==> config.mk <==
export PLATFORM = sky130hd
export DESIGN_NAME = mem_arbiter
export DESIGN_NICKNAME = d
export VERILOG_FILES = /design/src/rtl/mem_arbiter_pkg.sv /design/src/rtl/mem_arbiter.sv
export SDC_FILE = /design/constraint.sdc
export NUM_CORES = 1
export LEC_CHECK = 0
export BUFFER_PORTS_ARGS = -buffer_cell sky130_fd_sc_hd__buf_2
export CAP_MARGIN = 20
export CORE_UTILIZATION = 36
export DETAILED_ROUTE_END_ITERATION = 8
export HOLD_SLACK_MARGIN = 0.02
export PLACE_DENSITY = 0.63
export SYNTH_ARGS = -nofsm -noshare
export SYNTH_HDL_FRONTEND = slang
export SYNTH_SLANG_ARGS = --single-unit
==> constraint.sdc <==
create_clock -name clk_i -period 5.5 [get_ports clk_i]
set_clock_uncertainty 0.05 [all_clocks]
set_input_delay 0.825 -clock clk_i [delete_from_list [all_inputs] [get_ports clk_i]]
set_output_delay 0.825 -clock clk_i [all_outputs]
set_load 0.03 [all_outputs]
==> src/rtl/mem_arbiter_pkg.sv <==
`default_nettype none
//------------------------------------------------------------------------------
// +----------------------------------------------------------------------------+
// | Module  : mem_arbiter_pkg                                                  |
// | Purpose : Shared types and constants for the unified-memory arbiter:       |
// |           default bus widths, FSM state encoding, transaction owner        |
// |           encoding and the arbitration decision function.                  |
// | Ports   : none (package)                                                   |
// | Rev     : 1.0  initial release                                             |
// +----------------------------------------------------------------------------+
//------------------------------------------------------------------------------
package mem_arbiter_pkg;

   // Default bus widths of the core.
   localparam int ARB_ADDR_WIDTH = 32;
   localparam int ARB_DATA_WIDTH = 32;

   // Arbiter FSM state encoding (2 bits).
   typedef enum logic [1:0] {
      ARB_IDLE = 2'd0,
      ARB_REQ  = 2'd1,
      ARB_WAIT = 2'd2
   } arb_state_e;

   // Owner of the single outstanding transaction.
   typedef enum logic {
      ARB_OWN_I = 1'b0,
      ARB_OWN_D = 1'b1
   } arb_owner_e;

   // D has priority unless I is also waiting and D has already used up its
   // allowed streak of back-to-back grants.
   function automatic arb_owner_e arb_pick(input logic if_req,
                                           input logic d_req,
                                           input logic streak_full);
      arb_owner_e own;
      if (d_req && !(if_req && streak_full)) begin
         own = ARB_OWN_D;
      end else begin
         own = ARB_OWN_I;
      end
      return own;
   endfunction

endpackage
`default_nettype wire

==> src/rtl/mem_arbiter.sv <==
`default_nettype none
//------------------------------------------------------------------------------
// +----------------------------------------------------------------------------+
// | Module  : mem_arbiter                                                      |
// | Purpose : Shares one single-port unified memory between instruction fetch  |
// |           (I-port) and the MEM stage (D-port). One outstanding transaction |
// |           at a time, D priority with a bounded-streak fairness rule, stall |
// |           requests towards pipe_ctrl and discard of flushed fetch data.    |
// | Ports   : clk_i, rst_i (async, active-high)                                |
// |           I-port : if_req_i, if_addr_i -> if_gnt_o, if_rvalid_o,           |
// |                    if_rdata_o, if_stallreq_o                               |
// |           D-port : d_req_i, d_we_i, d_addr_i, d_wdata_i -> d_gnt_o,        |
// |                    d_rvalid_o, d_rdata_o, d_stallreq_o                     |
// |           Ctrl   : flush_i (jump flush)                                    |
// |           Memory : mem_req_o, mem_we_o, mem_addr_o, mem_wdata_o <-         |
// |                    mem_gnt_i, mem_rvalid_i, mem_rdata_i                    |
// | Rev     : 1.0  initial release                                             |
// +----------------------------------------------------------------------------+
//------------------------------------------------------------------------------
module mem_arbiter
   import mem_arbiter_pkg::*;
#(
   parameter int ADDR_WIDTH   = ARB_ADDR_WIDTH,
   parameter int DATA_WIDTH   = ARB_DATA_WIDTH,
   parameter int MAX_D_STREAK = 4
) (
   input  logic                  clk_i,
   input  logic                  rst_i,
   // instruction-fetch port
   input  logic                  if_req_i,
   input  logic [ADDR_WIDTH-1:0] if_addr_i,
   output logic                  if_gnt_o,
   output logic                  if_rvalid_o,
   output logic [DATA_WIDTH-1:0] if_rdata_o,
   output logic                  if_stallreq_o,
   // data port
   input  logic                  d_req_i,
   input  logic                  d_we_i,
   input  logic [ADDR_WIDTH-1:0] d_addr_i,
   input  logic [DATA_WIDTH-1:0] d_wdata_i,
   output logic                  d_gnt_o,
   output logic                  d_rvalid_o,
   output logic [DATA_WIDTH-1:0] d_rdata_o,
   output logic                  d_stallreq_o,
   // pipeline control
   input  logic                  flush_i,
   // memory side
   output logic                  mem_req_o,
   output logic                  mem_we_o,
   output logic [ADDR_WIDTH-1:0] mem_addr_o,
   output logic [DATA_WIDTH-1:0] mem_wdata_o,
   input  logic                  mem_gnt_i,
   input  logic                  mem_rvalid_i,
   input  logic [DATA_WIDTH-1:0] mem_rdata_i
);

   localparam int STREAK_W = $clog2(MAX_D_STREAK + 1);

   // FSM and transaction context
   arb_state_e              state_q,  state_d;
   arb_owner_e              owner_q,  owner_d;
   logic [ADDR_WIDTH-1:0]   addr_q,   addr_d;
   logic                    we_q,     we_d;
   logic [DATA_WIDTH-1:0]   wdata_q,  wdata_d;
   logic [STREAK_W-1:0]     streak_q, streak_d;
   logic                    discard_q, discard_d;

   // registered port outputs
   logic                    if_gnt_q,    if_gnt_d;
   logic                    d_gnt_q,     d_gnt_d;
   logic                    if_rvalid_q, if_rvalid_d;
   logic                    d_rvalid_q,  d_rvalid_d;
   logic [DATA_WIDTH-1:0]   if_rdata_q,  if_rdata_d;
   logic [DATA_WIDTH-1:0]   d_rdata_q,   d_rdata_d;

   logic                    streak_full;
   arb_owner_e              win_own;
   logic                    busy_i;
   logic                    busy_d;

   assign streak_full = (streak_q == STREAK_W'(MAX_D_STREAK));
   assign win_own     = arb_pick(if_req_i, d_req_i, streak_full);

   //---------------------------------------------------------------------------
   // State register
   //---------------------------------------------------------------------------
   always_ff @(posedge clk_i or posedge rst_i) begin
      if (rst_i) begin
         state_q     <= ARB_IDLE;
         owner_q     <= ARB_OWN_I;
         addr_q      <= '0;
         we_q        <= 1'b0;
         wdata_q     <= '0;
         streak_q    <= '0;
         discard_q   <= 1'b0;
         if_gnt_q    <= 1'b0;
         d_gnt_q     <= 1'b0;
         if_rvalid_q <= 1'b0;
         d_rvalid_q  <= 1'b0;
         if_rdata_q  <= '0;
         d_rdata_q   <= '0;
      end else begin
         state_q     <= state_d;
         owner_q     <= owner_d;
         addr_q      <= addr_d;
         we_q        <= we_d;
         wdata_q     <= wdata_d;
         streak_q    <= streak_d;
         discard_q   <= discard_d;
         if_gnt_q    <= if_gnt_d;
         d_gnt_q     <= d_gnt_d;
         if_rvalid_q <= if_rvalid_d;
         d_rvalid_q  <= d_rvalid_d;
         if_rdata_q  <= if_rdata_d;
         d_rdata_q   <= d_rdata_d;
      end
   end

   //---------------------------------------------------------------------------
   // Next-state logic
   //---------------------------------------------------------------------------
   always_comb begin
      state_d     = state_q;
      owner_d     = owner_q;
      addr_d      = addr_q;
      we_d        = we_q;
      wdata_d     = wdata_q;
      streak_d    = streak_q;
      discard_d   = discard_q;
      if_gnt_d    = 1'b0;
      d_gnt_d     = 1'b0;
      if_rvalid_d = 1'b0;
      d_rvalid_d  = 1'b0;
      if_rdata_d  = if_rdata_q;
      d_rdata_d   = d_rdata_q;

      case (state_q)
         ARB_IDLE: begin
            // flush_i is deliberately ignored here: nothing is in flight.
            if (if_req_i || d_req_i) begin
               state_d   = ARB_REQ;
               owner_d   = win_own;
               discard_d = 1'b0;
               if (win_own == ARB_OWN_D) begin
                  addr_d  = d_addr_i;
                  we_d    = d_we_i;
                  wdata_d = d_wdata_i;
                  d_gnt_d = 1'b1;
                  // The streak only counts D grants that made a waiting
                  // fetch wait longer.
                  if (if_req_i) begin
                     streak_d = streak_full ? streak_q : streak_q + 1'b1;
                  end else begin
                     streak_d = '0;
                  end
               end else begin
                  addr_d   = if_addr_i;
                  we_d     = 1'b0;
                  wdata_d  = '0;
                  if_gnt_d = 1'b1;
                  streak_d = '0;
               end
            end
         end

         ARB_REQ: begin
            if (flush_i && (owner_q == ARB_OWN_I)) begin
               discard_d = 1'b1;
            end
            if (mem_gnt_i) begin
               state_d = ARB_WAIT;
            end
         end

         ARB_WAIT: begin
            if (mem_rvalid_i) begin
               state_d   = ARB_IDLE;
               discard_d = 1'b0;
               if (owner_q == ARB_OWN_D) begin
                  d_rvalid_d = 1'b1;
                  d_rdata_d  = we_q ? '0 : mem_rdata_i;
               end else if (!discard_q && !flush_i) begin
                  // A flush arriving together with the response also kills it.
                  if_rvalid_d = 1'b1;
                  if_rdata_d  = mem_rdata_i;
               end
            end else if (flush_i && (owner_q == ARB_OWN_I)) begin
               discard_d = 1'b1;
            end
         end

         default: begin
            state_d = ARB_IDLE;
         end
      endcase
   end

   //---------------------------------------------------------------------------
   // Outputs
   //---------------------------------------------------------------------------
   assign busy_i = (state_q != ARB_IDLE) && (owner_q == ARB_OWN_I);
   assign busy_d = (state_q != ARB_IDLE) && (owner_q == ARB_OWN_D);

   // Gated by rst_i so that every output reads 0 while reset is held, even
   // with a requester still asserting its request.
   assign if_stallreq_o = ~rst_i & ((if_req_i & ~if_rvalid_q) | busy_i);
   assign d_stallreq_o  = ~rst_i & ((d_req_i  & ~d_rvalid_q)  | busy_d);

   assign if_gnt_o    = if_gnt_q;
   assign if_rvalid_o = if_rvalid_q;
   assign if_rdata_o  = if_rdata_q;
   assign d_gnt_o     = d_gnt_q;
   assign d_rvalid_o  = d_rvalid_q;
   assign d_rdata_o   = d_rdata_q;

   assign mem_req_o   = (state_q == ARB_REQ);
   assign mem_we_o    = we_q;
   assign mem_addr_o  = addr_q;
   assign mem_wdata_o = wdata_q;

endmodule
`default_nettype wire

==> impl_summary.log <==
[metrics] most instantiated flip-flop cell in the synthesis netlist: dfrtp_1
[metrics] latest clock arrival within the worst-skew pair: 0.41 ns
[metrics] path type of the worst setup path: input pin to output pin
[metrics] ports placed on the boundary: 272
[metrics] cell count after synthesis: 512
[metrics] number of buffers added for setup after CTS: 0
[metrics] Slew HR: 29.66%
[metrics] mean routed wirelength per cell: 15.38 um
[metrics] iteration-0 DRC count of the detailed router: 185
[metrics] unrepaired setup endpoints after global routing: no
[metrics] top-area cell type share of the netlist area: 60.27%
[metrics] number of warnings issued by yosys: 0
[metrics] TritonCTS clock tree: yes
[metrics] number of synthesized flops with an enable pin: 0
[metrics] FFs w/ async S/R, synth: 100.0%
[metrics] Overflow after GRT: 0
[metrics] final hold slack: 0.4258 ns
[metrics] average size of a mapped cell: 11.35 um^2
[metrics] total wire length: 15280 um
[metrics] number of antenna violations at the first check in global routing: 0
[metrics] starting density of the core: 36.73%
[metrics] Sinks on Clock Net: 140
[metrics] crit path launch: d_req_i
[metrics] HPWL after detailed placement: 11070 um
[metrics] Cell Rows: 46
[metrics] min-delay src: d_rdata_o[18]
[metrics] WP data required: 4.62 ns
[metrics] reg-to-reg setup timing slack: 2.95 ns
[metrics] number of setup violations in the final report: 0
[metrics] critical-path cell list: buf_2 -> inv_1 -> o22ai_1 -> and2_1 -> buf_2
[metrics] post-cts hold buffer count: 0
[metrics] number of global-route vias before repair: 4878
[metrics] slowest library cell on the worst path: buf_2
[metrics] number of cells on the worst reg-to-reg path: 6
[metrics] clk root buf: clkbuf_16
[metrics] startpoint of the most critical register-to-register path: streak_q[0]
[metrics] sequential fraction of the synthesis area: 60.27%
[metrics] minimum period implied by the final worst setup slack: 2.790 ns
[metrics] number of pins exceeding their max-slew limit in the final report: 0
[metrics] # H-tree levels: 4
[metrics] worst slew pin tran: 1.055 ns
[metrics] netlist area before placement: 0.005813 mm^2
[metrics] top post-synthesis cells by count: dfrtp_1 (140), nand2_1 (93), o21ai_0 (34)
[metrics] overall power: 5.220 mW
[metrics] critical path peak fanout: 37
[metrics] total clock buffers created by CTS: 17
[metrics] post-cts resize count: 0
[metrics] fin crit share: 50.73%
[metrics] maximum number of buffers from clock root to sink: 2
[metrics] distinct cell type count of the synthesized netlist: 35
[metrics] most frequent cell on the critical path: buf_2
[metrics] LEAKAGE: 4.029 nW
[metrics] number of max-cap violations: 0
[metrics] maximum ir drop on the vdd rail: 254.2 uV
[metrics] power density over the cells: 661.1 mW/mm^2
[metrics] chip width: 129.1 um
[metrics] endpoint kind of the worst setup timing path: output pin
[metrics] CTS clk-pin slew, worst paths: 0.05 ns
[metrics] floorplan core area: 0.01583 mm^2
[metrics] total nets after synthesis: 653
[metrics] largest incremental delay on the critical path: 0.51 ns
[metrics] pin count of the biggest net entering global routing: 78
[metrics] post-synth top area cell: dfrtp_1
[metrics] maximum clock rate: 358.4 MHz
[metrics] die area: 0.01666 mm^2
[metrics] count of state elements after synthesis: 140
[metrics] status: finished clean
[metrics] dominant cell by count in the synthesized netlist: dfrtp_1
[metrics] final antenna-violating net count: 0
[metrics] CP Capture Point: d_stallreq_o
[metrics] layout cell share with drive strength beyond 1: 43.70%
[metrics] Die Ht: 129.1 um
[metrics] DRC Markers: 0
[metrics] diode count: 0
[metrics] total global-route track usage: 19.14%
[metrics] layout-stage area growth over the synthesis result: 35.84%
[metrics] FF-to-FF End: mem_wdata_o[19]
[metrics] final hold viol count: 0
[metrics] Critical Path Source Type: input pin
[metrics] Nets: 908
[metrics] Fill cells: 1463
[metrics] accumulated negative setup slack: 0 ns
[metrics] count of vias placed by the detailed router: 4898
[metrics] crit path DAT: 1.92 ns
[metrics] weighted congestion reported at the end of routability-driven placement: 0.7948
[metrics] largest cells by area after synthesis: dfrtp_1 (60%), nand2_1 (6.0%), mux2_2 (6.0%), a22o_1 (5.0%), o211ai_1 (3.7%)
[metrics] buffers added on ports: 271
[metrics] via count normalized by instance count: 4.928
[metrics] wire length of the first global-routing pass: 24430 um
[metrics] Detailed Routing Iterations Pass 1: 4
[metrics] class of the most critical hold timing path: flop to flop
worst max-delay path, delay by kind of cell:
kind / cells / cell delay (ns)
AO/OA/AOI/OAI: 1 / 0.12
buffers and inverters: 3 / 0.82
AND/OR/NAND/NOR: 1 / 0.14
sequential cells by signal (all words and copies together), names as in the netlist:
signal and flops:
d_rvalid_o 1, if_rdata_o 32, if_gnt_o 1, streak_q 3, d_gnt_o 1, owner_q 1
mem_wdata_o 32, if_rvalid_o 1, state_q 2, mem_addr_o 32, mem_we_o 1, discard_q 1
d_rdata_o 32
per-stage QoR:
step           utilization [%]  std cells  setup WS, ns  instance area, um^2
6_report                 49.89        994         2.710                 7896
5_1_grt                  49.89        994         2.581                 7896
4_1_cts                  49.89        994         2.680                 7896
3_5_place_dp             46.24        964         2.603                 7318
3_3_place_gp             46.11        963         2.655                 7298
2_1_floorplan                -        512        0.3244                 5813
cell families (layout without fill, tap and decap cells):
family	count (synthesis)	count (layout)	synth area share (%)
adders and majority gates	5	5	1.076
and+or+nand+nor	172	172	14.70
buffers and inverters	51	317	4.025
AOI/OAI and AO/OA	111	111	13.58
muxes	32	32	6.199
DFF	140	140	60.27
xor gates and xnor gates	1	1	0.1507
area by class of cell:
type	count	area, um^2	share of cell area [%]
flip-flops and latches	140	3503	44.37
multi-input cells	321	2088	26.45
inverters	10	42.54	0.5387
well taps	216	270.3	3.423
clock inverters	6	86.33	1.093
repair buffers	277	1414	17.91
clock buffers	24	491.7	6.227
worst min-delay path by stage:
stage                                to  slack (ns)  cells after the start
final                     d_rdata_o[18]        0.43                      2
after global routing       d_rdata_o[1]        0.45                      2
after CTS                 d_rdata_o[25]        0.43                      2
after detailed placement   d_rdata_o[0]        0.42                      2
after global placement     d_rdata_o[0]        0.41                      2
after floorplan             streak_q[0]        0.44                      1
layout by cell type (no fill, tap or decap), types with 2 or more instances in the layout:
| cell type | netlist | routed |
|---|---|---|
| a21oi_1 | 3 | 3 |
| a221o_1 | 3 | 3 |
| a22o_1 | 33 | 33 |
| and2_1 | 5 | 5 |
| buf_2 | 10 | 271 |
| buf_4 | 0 | 5 |
| bufinv_16 | 0 | 2 |
| clkbuf_1 | 26 | 3 |
| clkbuf_16 | 0 | 17 |
| clkbuf_8 | 0 | 4 |
| clkinv_2 | 0 | 2 |
| dfrtp_1 | 140 | 140 |
| ha_1 | 5 | 5 |
| inv_1 | 10 | 9 |
| mux2_2 | 31 | 31 |
| nand2_1 | 93 | 93 |
| nand2b_1 | 33 | 33 |
| nand3_2 | 1 | 2 |
| nand4_1 | 30 | 30 |
| nor2_1 | 2 | 2 |
| nor2b_1 | 2 | 2 |
| o211ai_1 | 29 | 29 |
| o21ai_0 | 34 | 34 |
| o22ai_1 | 2 | 2 |
routing by layer:
metal | part of all wire (%) | vias up | global-route usage (%)
met1 | 42 | 2347 | 23.46
met2 | 49 | 219 | 31.64
li1 | - | 2313 | -
met5 | 0 | - | 0
met3 | 7.3 | 19 | 6.028
met4 | 1.7 | 0 | 7.266
power by group:
| group | total [mW] | switching (mW) | internal [mW] | leakage (nW) |
|---|---|---|---|---|
| logic | 2.34 | 1.58 | 0.763 | 1.98 |
| clock network | 1.12 | 0.407 | 0.710 | 0.282 |
| registers | 1.76 | 0.276 | 1.48 | 1.76 |
| total | 5.22 | 2.26 | 2.96 | 4.03 |
Note: power is estimated with default switching activity, not from simulation.
